File: config.mk
export PLATFORM = sky130hd
export DESIGN_NAME = alu_arbiter
export DESIGN_NICKNAME = d
export VERILOG_FILES = /design/src/rtl/alu_arbiter_pkg.sv /design/src/rtl/alu_arbiter_rr_arb2.sv /design/src/rtl/alu_arbiter.sv
export SDC_FILE = /design/constraint.sdc
export NUM_CORES = 1
export LEC_CHECK = 0
export CORE_AREA = 2 2 168 170
export DETAILED_ROUTE_END_ITERATION = 7
export DIE_AREA = 0 0 170 172
export SLEW_MARGIN = 20
export SYNTH_ARGS = -nofsm -noshare
export SYNTH_HDL_FRONTEND = slang
export SYNTH_SLANG_ARGS = --single-unit
File: constraint.sdc
create_clock -name clk -period 2.1 [get_ports clk]
set_input_delay 0.42 -clock clk [delete_from_list [all_inputs] [get_ports clk]]
set_output_delay 0.42 -clock clk [all_outputs]
set_load 0.01 [all_outputs]
File: src/rtl/alu_arbiter_pkg.sv
// alu_arbiter_pkg: shared ALU opcodes and the registered operand bundle
package alu_arbiter_pkg;
    localparam logic [3:0] EXE_ALU_ADD = 4'd0;
    localparam logic [3:0] EXE_ALU_SUB = 4'd1;
    localparam logic [3:0] EXE_ALU_SLT = 4'd2;
    localparam logic [3:0] EXE_ALU_LUI = 4'd3;
    localparam logic [3:0] EXE_ALU_AND = 4'd4;
    localparam logic [3:0] EXE_ALU_OR  = 4'd5;
    localparam logic [3:0] EXE_ALU_XOR = 4'd6;
    localparam logic [3:0] EXE_ALU_SLL = 4'd7;
    localparam logic [3:0] EXE_ALU_SRL = 4'd8;
    localparam logic [3:0] EXE_ALU_SRA = 4'd9;
    localparam logic [3:0] EXE_ALU_ROT = 4'd10;

    typedef struct packed {
        logic [31:0] inst;
        logic [31:0] a;
        logic [31:0] b;
        logic        sign;
        logic [3:0]  oper;
    } alu_op_t;
endpackage

File: src/rtl/alu_arbiter_rr_arb2.sv
// rr_arb2: combinational two-way round-robin grant; ptr only breaks ties
module rr_arb2 (
    input  logic [1:0] valid,
    input  logic       ptr,
    output logic       gnt_id,
    output logic       gnt_valid
);
    assign gnt_valid = |valid;
    assign gnt_id    = (valid == 2'b11) ? ptr : valid[1];
endmodule

File: src/rtl/alu_arbiter.sv
// alu_arbiter: shares one combinational ALU between two requesters, one transaction in flight
module alu_arbiter
    import alu_arbiter_pkg::*;
#(
    parameter bit PRIO_INIT = 1'b0,
    parameter int COUNT_W   = 16
) (
    input  logic               clk,
    input  logic               rst,
    input  logic               req0_valid,
    output logic               req0_ready,
    input  logic [31:0]        req0_inst,
    input  logic [31:0]        req0_a,
    input  logic [31:0]        req0_b,
    input  logic               req0_sign,
    input  logic [3:0]         req0_oper,
    input  logic               req1_valid,
    output logic               req1_ready,
    input  logic [31:0]        req1_inst,
    input  logic [31:0]        req1_a,
    input  logic [31:0]        req1_b,
    input  logic               req1_sign,
    input  logic [3:0]         req1_oper,
    output logic               rsp0_valid,
    input  logic               rsp0_ready,
    output logic [31:0]        rsp0_result,
    output logic               rsp0_overflow,
    output logic               rsp1_valid,
    input  logic               rsp1_ready,
    output logic [31:0]        rsp1_result,
    output logic               rsp1_overflow,
    output logic [31:0]        alu_inst,
    output logic [31:0]        alu_a,
    output logic [31:0]        alu_b,
    output logic               alu_sign,
    output logic [3:0]         alu_oper,
    input  logic [31:0]        alu_result,
    input  logic               alu_overflow,
    output logic               busy,
    output logic [COUNT_W-1:0] ops_done
);
    localparam logic [1:0] IDLE = 2'd0;
    localparam logic [1:0] EXEC = 2'd1;
    localparam logic [1:0] RESP = 2'd2;

    logic [1:0]         state_q, state_d;
    logic               ptr_q, ptr_d;
    logic               gid_q, gid_d;
    alu_op_t            op_q, op_d;
    logic [31:0]        res_q, res_d;
    logic               ovf_q, ovf_d;
    logic [COUNT_W-1:0] ops_q, ops_d;
    logic               gnt_id, gnt_valid, rsp_ready, idle, resp;

    rr_arb2 u_arb (
        .valid     ({req1_valid, req0_valid}),
        .ptr       (ptr_q),
        .gnt_id    (gnt_id),
        .gnt_valid (gnt_valid)
    );

    assign idle      = state_q == IDLE;
    assign resp      = state_q == RESP;
    assign rsp_ready = gid_q ? rsp1_ready : rsp0_ready;

    always_comb begin
        state_d = state_q;
        ptr_d   = ptr_q;
        gid_d   = gid_q;
        op_d    = op_q;
        res_d   = res_q;
        ovf_d   = ovf_q;
        ops_d   = ops_q;
        case (state_q)
            IDLE: if (gnt_valid) begin
                op_d    = gnt_id ? alu_op_t'({req1_inst, req1_a, req1_b, req1_sign, req1_oper})
                                 : alu_op_t'({req0_inst, req0_a, req0_b, req0_sign, req0_oper});
                gid_d   = gnt_id;
                state_d = EXEC;
            end
            EXEC: begin
                res_d   = alu_result;
                ovf_d   = alu_overflow;
                state_d = RESP;
            end
            RESP: if (rsp_ready) begin
                ops_d   = ops_q + COUNT_W'(1);
                ptr_d   = ~gid_q;
                state_d = IDLE;
            end
            default: state_d = IDLE;
        endcase
    end

    always_ff @(posedge clk) begin
        if (rst) begin
            state_q <= IDLE;
            ptr_q   <= PRIO_INIT;
            gid_q   <= 1'b0;
            op_q    <= '0;
            res_q   <= '0;
            ovf_q   <= 1'b0;
            ops_q   <= '0;
        end else begin
            state_q <= state_d;
            ptr_q   <= ptr_d;
            gid_q   <= gid_d;
            op_q    <= op_d;
            res_q   <= res_d;
            ovf_q   <= ovf_d;
            ops_q   <= ops_d;
        end
    end

    assign req0_ready    = idle & gnt_valid & ~gnt_id;
    assign req1_ready    = idle & gnt_valid & gnt_id;
    assign rsp0_valid    = resp & ~gid_q;
    assign rsp1_valid    = resp & gid_q;
    assign rsp0_result   = res_q;
    assign rsp1_result   = res_q;
    assign rsp0_overflow = ovf_q;
    assign rsp1_overflow = ovf_q;
    assign alu_inst      = op_q.inst;
    assign alu_a         = op_q.a;
    assign alu_b         = op_q.b;
    assign alu_sign      = op_q.sign;
    assign alu_oper      = op_q.oper;
    assign busy          = ~idle;
    assign ops_done      = ops_q;
endmodule

Yosys cells after proc, flatten, opt, wreduce, memory -nomap -nowiden
Cells that the tools add are included.
{ "totals": {"regBits": 154, "in_bits": 241, "out_inout_bits": 188, "wordCells": 36} }
{ "classes": {"addsub": 1, "n_eq_ne": 5, "muxes": 6, "n_bitwise": 8, "reduce_logical": 5} }
{ "ops": {"columns": ["operator", "n"], "rows": [
  ["101-bit two-way mux", 1],
  ["16-bit by 1-bit adder with 16-bit output, second input constant", 1],
  ["2-bit one-hot mux with 3 select lines", 1],
  ["2-bit AND reduction", 3],
  ["1-bit AND", 5],
  ["2-bit == test, second input constant", 2],
  ["2-bit two-way mux", 2],
  ["2-bit != test, second input constant", 2],
  ["1-bit NOT", 3],
  ["2-bit by 1-bit == test with 1-bit output, second input constant", 1],
  ["2-bit zero test", 1],
  ["1-bit two-way mux", 2],
  ["2-bit OR reduction", 1]
]} }

Longest topological paths before layout
{ "depth": {"depth_word": 4, "depth_mapped": 7} }

Modules after synthesis
A second synthesis with hierarchy kept.
{ "hier_totals": {"hier_cells": 737, "area_unflattened_um2": 6677.7} }
{ "modules_own_cells": {"columns": ["mod", "n_inst", "cells_per_inst", "area_per_inst_um2", "seq_area_each_um2"], "rows": [
  ["alu_arbiter", 1, 734, 6660.1, 3083.0],
  ["rr_arb2", 1, 3, 17.5, 0.0]
]} }

Least setup slack after synthesis
No wires, ideal clock.
{ "synth_path": {"path_type": "flip-flop to flip-flop", "startpoint": "register ops_q[0], in the netlist ops_done[0]", "endpoint": "register ops_q[14], in the netlist ops_done[14]", "t_arrival_ps": 1625, "t_required_ps": 2030, "setup_slack_ps": 404, "path_stages_with_launch": 6, "n_path_buf": 0, "period_less_slack_ps": 1696, "cell_sequence": "dfxtp_1 > ha_1 > nand4b_1 > or3_4 > or4_1 > a21oi_1"} }
{ "synth_via": {"elab_chain_cells": 1} }
{ "synth_lines": {"columns": ["item", "line", "text"], "rows": [
  ["start, declared", "alu_arbiter.sv:52", "logic [COUNT_W-1:0] ops_q, ops_d;"],
  ["start signal, assigned", "alu_arbiter.sv:111", "ops_q <= ops_d;"],
  ["16-bit by 1-bit adder with 16-bit output", "alu_arbiter.sv:87", "ops_d = ops_q + COUNT_W'(1);"]
]} }
Every way passes these cells.
A chain may end at the register's enable or synchronous reset.

Worst setup path in the final report
{ "layout_path": {"startpoint": "register state_q[0]", "endpoint": "output port busy"} }
{ "layout_via": {"elab_chain_cells": 2} }
{ "layout_lines": {"columns": ["item", "line", "text"], "rows": [
  ["start, declared", "alu_arbiter.sv:46", "logic [1:0] state_q, state_d;"],
  ["start signal, assigned", "alu_arbiter.sv:105", "state_q <= state_d;"],
  ["2-bit zero test", "alu_arbiter.sv:62", "assign idle = state_q == IDLE;"],
  ["1-bit NOT", "alu_arbiter.sv:128", "assign busy = ~idle;"],
  ["end, declared", "alu_arbiter.sv:39", "output logic busy,"]
]} }
Every way passes these cells.

==> metrics <==
period utilisation layout=0.943; sum of negative setup slack=0 ns; Placer Congestion=0.759; Die Width=about 170 um; Iteration-0 DRC Markers=774; number of post-CTS setup repair buffers=0; HPWL after detailed placement=17,100 um; drt pass-1 iters=8; power per cell area=756 mW/mm^2; GRT Resource Usage Total=0.155; Mapped Cells=636; Initial Utilization=0.215; setup violators final=0; Hold WC Path Type=primary input to flop; Layout area overhead=86.8%; Total Nets Final=between 1k and 1.5k; die area=0.0292 mm^2; DRC Markers=0; synthesized area=0.00592 mm^2; DR vias=around 6.6k; IO buf count=~430; synth warn=0; vias in the first global route=roughly 6.3k; Main synth FF type=dfxtp_1; number of max-cap violations=0; clk slew on worst S/H paths=0.07 ns; register area share after synthesis=0.521; CP Capture Type=output pin; FFs w/ async S/R, synth=0; largest net degree at the start of global routing=103; CP Class=flop to output pin; RSZ-0062 raised after global routing=false; clock sinks=around 150; initial antenna violation count=0; final wirelength=24,200 um; Worst Max-Slew Pin Slew=0.568 ns; FILL cells=2,723; Slew headroom=0.621; Finished Layout Cells=1,376; hold_ws=0.340 ns; post-layout util=0.402; r2r setup slk=0.35 ns; Commonest cells post-synth=154 x dfxtp_1, 121 x nor2_1, 101 x a222oi_1; antenna-violating nets left=0; Root Driver=clkbuf_16; Final Max Tran Viols=0; Max Clk Rate=505 MHz; CP max FO=3; CTS max path bufs=2; cell with the most instances after synthesis=dfxtp_1; status=complete, no violations; Core ar.=0.0275 mm^2; gr ovfl total=0; layout cells sized above 1=0.0680; Yosys cell types=33; Post-synth EDFFs=0; n_diodes=0; CTS tree=yes; Cells after DPL=1,344; worst vdd ir=0.000359 V; final hold vios=0; H-tree depth=4; Yosys top cell area share=0.521; top cells by area, synth=dfxtp_1 52%, a222oi_1 17%, nor2_1 7.7%, nand2_1 4.5%, buf_4 4.2%; first-pass GRT wire length=35,500 um; Avg WL per Cell=17.6 um; minimum clock period=around 2.0 ns; clock latency at the later pin of the worst-skew pair=0.42 ns; hold buffers post-CTS=0; CP required=1.68 ns; Mapped Nets=878; Critical Path AT=between 1.5 and 2 ns; LEAKAGE=3.98 nW; mean post-synth cell area=9.31 um^2; Yosys reg bits=154; # IOs=429; floorplan die height=approximately 170 um; Final Skew=0.0157 ns; CP Launch Type=flop; Site Rows=61; Num CTS Buffers=17; Vias per Instance=4.78; cell taking the most area after synthesis=dfxtp_1
## kinds of logic after synthesis
family / count (synthesis) / share of synthesized area
mux: 3 / 0.00550
simple gates: 225 / 0.161
compound gates: 148 / 0.213
xor+xnor: 9 / 0.0133
buf+inv: 96 / 0.0839
fa+ha+maj: 1 / 0.00211
flops: 154 / 0.521
## cell type report
cell class / instances / area [um^2] / share of cell area
Clock buffer: 19 / 443 / 0.0401
Clock inverter: 13 / 134 / 0.0121
Inverter: 3 / 11.3 / 0.00102
Multi-Input combinational cell: 386 / 2370 / 0.214
Sequential cell: 154 / 3080 / 0.279
Tap cell: 346 / 433 / 0.0392
Timing Repair Buffer: 455 / 4580 / 0.414
## worst max-delay path, cell delays in order (launching register included)
cell and delay (ns):
dfxtp_1 0.37, nor2_4 0.07, buf_4 0.14, inv_1 0.04, clkdlybuf4s50_1 0.53
## worst paths after layout
| path | startpoint | end | cells past startpoint |
|---|---|---|---|
| worst max-delay path | state_q[0] | busy | 4 |
| worst max register to register | ops_done[0] | ops_done[14] | 5 |
| worst min-delay path | rst | alu_inst[5] | 2 |
| worst min register to register | rsp0_result[3] | rsp0_result[3] | 2 |
## metrics by stage
stage	area [um^2]	setup WS, ns	power (W)
floorplan	5920	0.404	0.00412
CTS	11100	0.0426	0.00851
finish	11100	0.119	0.00836
detailed placement	10500	-0.0258	0.00535
global placement	10500	-0.0303	0.00534
global route	11100	0.0325	0.00877
## sequential cells by signal, indices dropped and copies added, names as in the netlist
name and count:
ops_done 16, rsp0_overflow 1, alu_inst 32, gid_q 1
alu_a 32, state_q 2, alu_b 32, rsp0_result 32
ptr_q 1, alu_oper 4, alu_sign 1
## what timing repair did
| item | CTS | global route |
|---|---|---|
| endpoints found under the setup margin | 5 | 1 |
| pin swaps | 1 | 0 |
| resized for setup | 6 | 1 |
## cells in the final DEF (no fill, tap or decap), types with 8 or more instances in the layout
| cell | Yosys | layout |
|---|---|---|
| xnor2_1 | 9 | 9 |
| buf_12 | 0 | 8 |
| clkbuf_16 | 0 | 17 |
| a21oi_1 | 40 | 40 |
| dfxtp_1 | 154 | 153 |
| nand2_1 | 71 | 71 |
| nor2_1 | 121 | 120 |
| clkdlybuf4s50_1 | 0 | 423 |
| a222oi_1 | 101 | 101 |
| buf_4 | 33 | 20 |
## per-layer routing
layer	global-route usage	vias to the layer above	part of all wire
li1	-	3101	-
met1	0.186	3089	0.39
met2	0.268	370	0.50
met3	0.0501	23	0.094
met4	0.0409	0	0.016
met5	0	-	0
## where the power goes
part / total, W / switching (W) / internal [W]
Combinational: 0.00198 / 0.000813 / 0.00117
Clock: 0.00308 / 0.00138 / 0.00170
Sequential: 0.00330 / 0.000147 / 0.00315
No activity file was read; power rests on OpenSTA's default activity.
